--- config.mk ---
export PLATFORM = sky130hd
export DESIGN_NAME = mux_scan_ctrl
export DESIGN_NICKNAME = d
export VERILOG_FILES = /design/src/rtl/mux_scan_ctrl_pkg.sv /design/src/rtl/next_chan_enc.sv /design/src/rtl/mux_scan_ctrl.sv
export SDC_FILE = /design/constraint.sdc
export NUM_CORES = 1
export LEC_CHECK = 0
export CORE_MARGIN = 10
export CORE_UTILIZATION = 53
export CTS_BUF_LIST = sky130_fd_sc_hd__clkbuf_8
export DETAILED_ROUTE_END_ITERATION = 10
export PLACE_DENSITY = 0.81
export SYNTH_ARGS = -nofsm -noshare
export SYNTH_HDL_FRONTEND = slang
export SYNTH_SLANG_ARGS = --single-unit
--- constraint.sdc ---
create_clock -name clk -period 2.05 [get_ports clk]
set_input_delay 0.3075 -clock clk [delete_from_list [all_inputs] [get_ports clk]]
set_output_delay 0.3075 -clock clk [all_outputs]
set_load 0.02 [all_outputs]
--- src/rtl/mux_scan_ctrl_pkg.sv ---
// Shared definitions for the mux scan controller and the 8:1 4-bit mux it drives.
//   NUM_CH / CH_W  : channel count and select width
//   DATA_W         : mux data width
//   CNT_W          : settle counter width (SETTLE legal range 1..15)
//   state_t        : scan FSM state encoding
//   lowest_chan()  : index of the lowest set bit of a channel mask
package mux_scan_ctrl_pkg;

  localparam int unsigned NUM_CH = 8;
  localparam int unsigned CH_W   = 3;
  localparam int unsigned DATA_W = 4;
  localparam int unsigned CNT_W  = 4;

  typedef logic [CH_W-1:0]   chan_t;
  typedef logic [DATA_W-1:0] data_t;
  typedef logic [NUM_CH-1:0] mask_t;

  typedef enum logic [1:0] {
    ST_IDLE = 2'd0,
    ST_WAIT = 2'd1,
    ST_CAPT = 2'd2,
    ST_FIN  = 2'd3
  } state_t;

  // Lowest enabled channel; returns 0 for an empty mask.
  function automatic chan_t lowest_chan(input mask_t m);
    chan_t r;
    r = '0;
    for (int i = NUM_CH - 1; i >= 0; i--) begin
      if (m[i]) r = CH_W'(i);
    end
    return r;
  endfunction

endpackage

--- src/rtl/next_chan_enc.sv ---
// Next enabled channel strictly above cur in mask.
//   mask  : channel enables
//   cur   : current channel index
//   nxt_c : lowest enabled channel above cur (0 when none)
//   none_c: no enabled channel above cur
module next_chan_enc
  import mux_scan_ctrl_pkg::*;
(
  input  logic [NUM_CH-1:0] mask,
  input  logic [CH_W-1:0]   cur,
  output logic [CH_W-1:0]   nxt_c,
  output logic              none_c
);

  // Scan downward so the lowest qualifying channel is the last one written.
  always_comb begin
    nxt_c  = '0;
    none_c = 1'b1;
    for (int i = NUM_CH - 1; i >= 0; i--) begin
      if (mask[i] && (i > int'(cur))) begin
        nxt_c  = CH_W'(i);
        none_c = 1'b0;
      end
    end
  end

endmodule

--- src/rtl/mux_scan_ctrl.sv ---
// Scans the enabled channels of an external 8:1 4-bit mux, holding each select
// stable for SETTLE cycles before sampling, and tracks the maximum value seen.
//   clk, rst_n   : clock, async active-low reset
//   start        : scan request (IDLE only)
//   mask         : channel enables, latched on accepted start
//   o            : mux output for the current select
//   s            : mux select
//   busy         : scan in progress
//   valid        : one-cycle pulse per captured channel (ch, data)
//   done         : one-cycle pulse at scan end
//   max, max_ch  : largest captured value of current/last scan and its channel
module mux_scan_ctrl
  import mux_scan_ctrl_pkg::*;
#(
  parameter int unsigned SETTLE = 1
) (
  input  logic              clk,
  input  logic              rst_n,
  input  logic              start,
  input  logic [NUM_CH-1:0] mask,
  input  logic [DATA_W-1:0] o,
  output logic [CH_W-1:0]   s,
  output logic              busy,
  output logic              valid,
  output logic [CH_W-1:0]   ch,
  output logic [DATA_W-1:0] data,
  output logic              done,
  output logic [DATA_W-1:0] max,
  output logic [CH_W-1:0]   max_ch
);

  // The settle window spans WAIT plus the CAPT cycle; with SETTLE=1 the
  // FSM goes straight to CAPT so captures can land on consecutive cycles.
  localparam state_t SETTLE_ST = (SETTLE == 1) ? ST_CAPT : ST_WAIT;

  state_t            state;
  logic [NUM_CH-1:0] mask_q;
  logic [CNT_W-1:0]  cnt;
  logic [CH_W-1:0]   nxt_c;
  logic              none_c;

  next_chan_enc u_next_chan_enc (
    .mask   (mask_q),
    .cur    (s),
    .nxt_c  (nxt_c),
    .none_c (none_c)
  );

  // Scan FSM with registered outputs.
  always_ff @(posedge clk or negedge rst_n) begin
    if (!rst_n) begin
      state  <= ST_IDLE;
      mask_q <= '0;
      cnt    <= '0;
      s      <= '0;
      busy   <= 1'b0;
      valid  <= 1'b0;
      ch     <= '0;
      data   <= '0;
      done   <= 1'b0;
      max    <= '0;
      max_ch <= '0;
    end else begin
      valid <= 1'b0;
      done  <= 1'b0;
      case (state)
        ST_IDLE: begin
          if (start) begin
            mask_q <= mask;
            max    <= '0;
            max_ch <= '0;
            busy   <= 1'b1;
            if (mask != '0) begin
              s     <= lowest_chan(mask);
              cnt   <= CNT_W'(SETTLE);
              state <= SETTLE_ST;
            end else begin
              state <= ST_FIN;
            end
          end
        end
        ST_WAIT: begin
          cnt <= cnt - CNT_W'(1);
          if (cnt == CNT_W'(2)) state <= ST_CAPT;
        end
        ST_CAPT: begin
          valid <= 1'b1;
          data  <= o;
          ch    <= s;
          // Strict compare keeps the lower channel on ties.
          if (o > max) begin
            max    <= o;
            max_ch <= s;
          end
          if (!none_c) begin
            s     <= nxt_c;
            cnt   <= CNT_W'(SETTLE);
            state <= SETTLE_ST;
          end else begin
            cnt   <= '0;
            state <= ST_FIN;
          end
        end
        ST_FIN: begin
          done  <= 1'b1;
          busy  <= 1'b0;
          state <= ST_IDLE;
        end
        default: state <= ST_IDLE;
      endcase
    end
  end

endmodule
### Word level (Yosys, flattened, before mapping)

Cells that the tools add are included.

* word-level logic and storage cells: 92
* output and inout bits: 20
* register bits: 34

* reductions and logical operators: 18
* muxes and demuxes: 45
* $add $sub $neg: 1
* $lt $le $gt $ge: 8
* equality and inequality tests: 9

Operator list (count)
* 3-bit two-way mux: 20
* 4-bit two-way mux: 4
* 1-bit two-way mux: 13
* 3-bit greater-than comparator, first input constant: 4
* 3-bit one-hot mux with 2 select lines: 2
* 4-bit one-hot mux with 3 select lines: 1
* 2-bit != test, second input constant: 5
* 2-bit one-hot mux with 4 select lines: 1
* 4-bit one-hot mux with 2 select lines: 1
* 8-bit nonzero test: 1
* 1-bit logical AND: 7
* 2-bit by 3-bit greater-than comparator with 1-bit output, first input constant: 2
* 2-bit AND reduction: 3
* 3-bit AND reduction: 2
* 2-bit == test, second input constant: 2
* 4-bit by 2-bit == test with 1-bit output, second input constant: 1
* 4-bit greater-than comparator: 1
* 2-bit two-way mux: 2
* 4-bit AND reduction: 1
* 2-bit nonzero test: 2
* 4-bit by 1-bit subtractor with 4-bit output, second input constant: 1
* 1-bit by 3-bit greater-than comparator with 1-bit output, first input constant: 1
* 3-bit nonzero test: 1
* 2-bit by 1-bit == test with 1-bit output, second input constant: 1
* other kinds (2): 2

### Logic depth before layout (Yosys ltp)

* word-level depth: 11
* gate-level depth with buffers: 9
* gate-level depth less buffers: 7

### Hierarchy

A second synthesis with hierarchy kept.

* cell total of the unflattened synthesis: 183
* area, all modules: 1916.8 um^2

By module, submodules not included
* mux_scan_ctrl: times used 1, cells each 155, area an instance 1744.2 um^2
* next_chan_enc: times used 1, cells each 28, area an instance 172.7 um^2

### Least setup slack after synthesis

OpenSTA, ideal clock, no wires.

* kind: register to register
* from: register max[2]
* to: register max[0]
* cell stages (with the launch flop): 9
* slack: 287 ps
* period minus slack after synthesis: 1763 ps
* setup time: 127 ps
* path buffers: 1
* arrival: 1636 ps
* cells stage by stage: dfrtp_1 -> inv_1 -> ha_1 -> and3_1 -> a31oi_1 -> o21ai_1 -> a31o_1 -> buf_2 -> mux2i_1

* word-level cells in the longest chain between the ends: 3

Ends and longest elaborated chain
* start, declared: line mux_scan_ctrl.sv:28 `output logic [DATA_W-1:0] max,`
* start signal, assigned: line mux_scan_ctrl.sv:92 `max <= o;`
* 4-bit greater-than comparator: line mux_scan_ctrl.sv:91 `if (o > max) begin`
* 2-bit != test (no source line)
* 3-bit AND reduction (no source line)

No other way between the ends.
A chain may end at the register's enable or synchronous reset.

### Worst setup path in the final report

* from: register s[2]
* to: output s[2]

RTL lines
* start, declared: line mux_scan_ctrl.sv:22 `output logic [CH_W-1:0] s,`
* start signal, assigned: line mux_scan_ctrl.sv:74 `s <= lowest_chan(mask);`
* start signal, assigned: line mux_scan_ctrl.sv:96 `s <= nxt_c;`

No word-level cell between the ends.

==> flow_summary.yaml <==
routing:
  vias: 1557
  drc: 0
  dr.pass1.iters: 4
  ant_nets: 0
  wl_per_cell_um: 15.2
  drt_iter0_markers: 114
  routed_wl_mm: 4.25
  drt-vias-per-instance: 5.58
yosys:
  synth_edf_count: 0
  synth-seq-cells: 33
  ys_async_sr_fraction_pct: 100
  synth_area_sq_um: 1850
  seq_area_frac_synth_pct: 44.6
  ys_types: 45
  syn_nets: 212
  avgSynthCellArea_sq_um: 9.95
  ys_warn_count: 0
  netlist_instances: 186
  synthFlopType: "dfrtp_1"
floorplanning:
  initial_core_util_pct: 55.0
  die_area_sq_um: 6260
  rows: 21
  ios: 35
  core_area_sq_um: 3360
  fp.dieW_um: 79.1
  die_h_um: 79.1
power:
  irDropWorstVdd_v: 0.000697
  comb_power_share_pct: 55.7
  cellPowerDensity_nw_per_um2: 1610
  p_total_w: 0.00385
  power_switching_w: 0.00161
  switching_share_pct: 41.9
  internal_power_w: 0.00224
  p_seq_share_pct: 31.9
  pwr-share-clk_pct: 12.4
  leakage_nw: 1.12
placement:
  placed_area_sq_um: 2300
  dp_slack_ns: -0.159
  place_hpwl_mm: 3.29
  io_buffers: 34
  place_congestion: 0.875
  place_inst: 272
clock_tree:
  clk_pin_slew_ns: 0.06
  clock-sinks: 33
  cts-root-buf: "clkbuf_8"
  cts-resized-gates: 0
  cts_buffers: 5
  post_cts_buffers: 0
  htree_levels: 2
  clockBufferDepth: 2
  hold_buffers: 0
  cts_tree: "done"
  clkLatencyLatePin_ns: 0.28
setup_path:
  reg2reg_slack_ns: 0.19
  reg2regPathDepth: 7
  crit_required_ns: 1.74
  crit_fanout: 12
  max_stage_delay_ns: 0.69
  cp_data_arrival_time_ns: 1.58
  crit_start: "s[2]$_DFFE_PN0P_"
  crit_buf_inv: 1
  endpoint: "s[2]"
  critPathSlowestCell: "clkdlybuf4s50_1"
  crit_cells: 1
  crit_family: "buffers and inverters"
  worstSetupStartpointType: "flip-flop"
  timing.rr.start: "state[0]$_DFFE_PN0P_"
  crit_chain: "clkdlybuf4s50_1"
  path_class: "reg2out"
  reg2reg_to: "state[0]$_DFFE_PN0P_"
  crit_path_end_kind: "output port"
final_layout:
  fin_cells: 279
  drive_gt1_share_pct: 14.6
  area.growth.synth_to_final_pct: 29.2
  n_antenna_cell: 0
  fin_area_sq_um: 2390
  final_nets: 259
grt:
  grt_use_total_pct: 14.2
  antenna_found_initial: 0
  grt_pass1_wl_mm: 7.13
  grt_pass1_vias: 1556
  grt_overflow: 0
  grt_max_degree: 34
timing:
  clock_skew_ns: 0.00520
  fin_crit_sh_pct: 91.9
  setup_slack_ns: 0.165
  slew_headroom_pct: 71.0
  rsz0062_at_grt: "no"
  drv_slew: 0
  fin_crit_ns: 1.88
  hold_viol_final: 0
  max_freq_mhz: 531
  finalSetupViolCount: 0
  tightestPinTransition_ns: 0.435
  hold-worst-slack_ns: 0.432
flow_run:
  max_cap_violations: 0
status:
  status: "completed"
hold_path:
  min_path_type: "in2async"
area by class of cell:
type                       instances  area [sq um]
clock buffer                       6          82.6
clock inverter                     1          3.75
fill                             263           972
inverter                          27           101
multi-input combinational        120           890
sequential                        33           826
tap                               46          57.6
timing repair buffer              46           430
placed cells by master, fill, tap and decap left out, types with 2 or more instances in the layout:
cell / Yosys / final
o21a_1: 2 / 2
mux2i_1: 8 / 8
o21ai_0: 15 / 15
a21oi_1: 7 / 7
nor2_1: 6 / 6
buf_4: 1 / 12
o31ai_1: 2 / 2
o21ai_1: 4 / 4
o22ai_1: 2 / 2
inv_1: 27 / 28
nand2_1: 17 / 17
clkdlybuf4s50_1: 0 / 34
ha_1: 11 / 10
nand4b_1: 2 / 2
nor2b_1: 3 / 3
nor3_1: 2 / 2
mux2_1: 2 / 2
a22oi_1: 2 / 2
a32oi_1: 2 / 2
nand2b_1: 6 / 6
mux2_2: 6 / 6
clkbuf_8: 0 / 6
dfrtp_1: 33 / 33
synthesized netlist by cell type (2+ instances only):
library cell  count  area share, %
a21oi_1           7            1.9
a22oi_1           2           0.81
a32oi_1           2           0.95
buf_2             2           0.54
clkbuf_1          2           0.41
dfrtp_1          33             45
ha_1             11            7.4
inv_1            27            5.5
mux2_1            2            1.2
mux2_2            6            3.7
mux2i_1           8            4.3
nand2_1          17            3.4
nand2b_1          6            2.0
nand4b_1          2           0.95
nor2_1            6            1.2
nor2b_1           3            1.0
nor3_1            2           0.54
o21a_1            2           0.81
o21ai_0          15            4.1
o21ai_1           4            1.1
o22ai_1           2           0.68
o31ai_1           2           0.81
worst min-delay path by stage:
stage,from,to,cells after the start
2_1_floorplan,rst_n,busy$_DFFE_PN0P_,0
3_3_place_gp,busy$_DFFE_PN0P_,busy$_DFFE_PN0P_,2
3_5_place_dp,busy$_DFFE_PN0P_,busy$_DFFE_PN0P_,2
4_1_cts,rst_n,cnt[2]$_DFFE_PN0P_,2
5_1_grt,rst_n,busy$_DFFE_PN0P_,2
6_report,rst_n,mask_q[1]$_DFFE_PN0P_,2
layer usage:
metal  track usage, %  share of wire [%]  up-vias
met1             14.6                 39      741
met3             5.97                6.9        8
met2             25.2                 53       67
met5                0                  0        -
met4             5.38                1.4        0
li1                 -                  -      741
logic make-up (layout without fill, tap and decap cells):
kind of cell | Yosys count | in the layout | share of synthesized area (%)
and+or+nand+nor | 44 | 44 | 13.4
adders and majority gates | 11 | 11 | 7.44
buffers and inverters | 33 | 80 | 7.44
DFF | 33 | 33 | 44.6
muxes | 16 | 16 | 9.20
AOI/OAI and AO/OA | 49 | 49 | 17.9
power groups by stage:
stage	Clock, W	Combinational, W	Sequential [W]
final	0.000476	0.00215	0.00123
after global routing	0.000526	0.00235	0.00127
after CTS	0.000489	0.00214	0.00123
after detailed placement	0	0.00213	0.00124
after global placement	0	0.00204	0.00120
after floorplan	0	0.00122	0.00137
sequential cells by signal, indices dropped and copies added (netlist names):
| register | flops |
|---|---|
| data | 4 |
| state | 2 |
| done | 1 |
| ch | 3 |
| max_ch | 3 |
| mask_q | 7 |
| cnt | 4 |
| valid | 1 |
| busy | 1 |
| max | 4 |
| s | 3 |
through the flow:
step           setup TNS, ns  utilization [%]
2_1_floorplan              0                -
3_3_place_gp          -0.586             68.5
3_5_place_dp           -1.04             68.5
4_1_cts                    0             71.0
5_1_grt                    0             71.1
6_report                   0             71.1
Power figures use the tool's default switching activity.
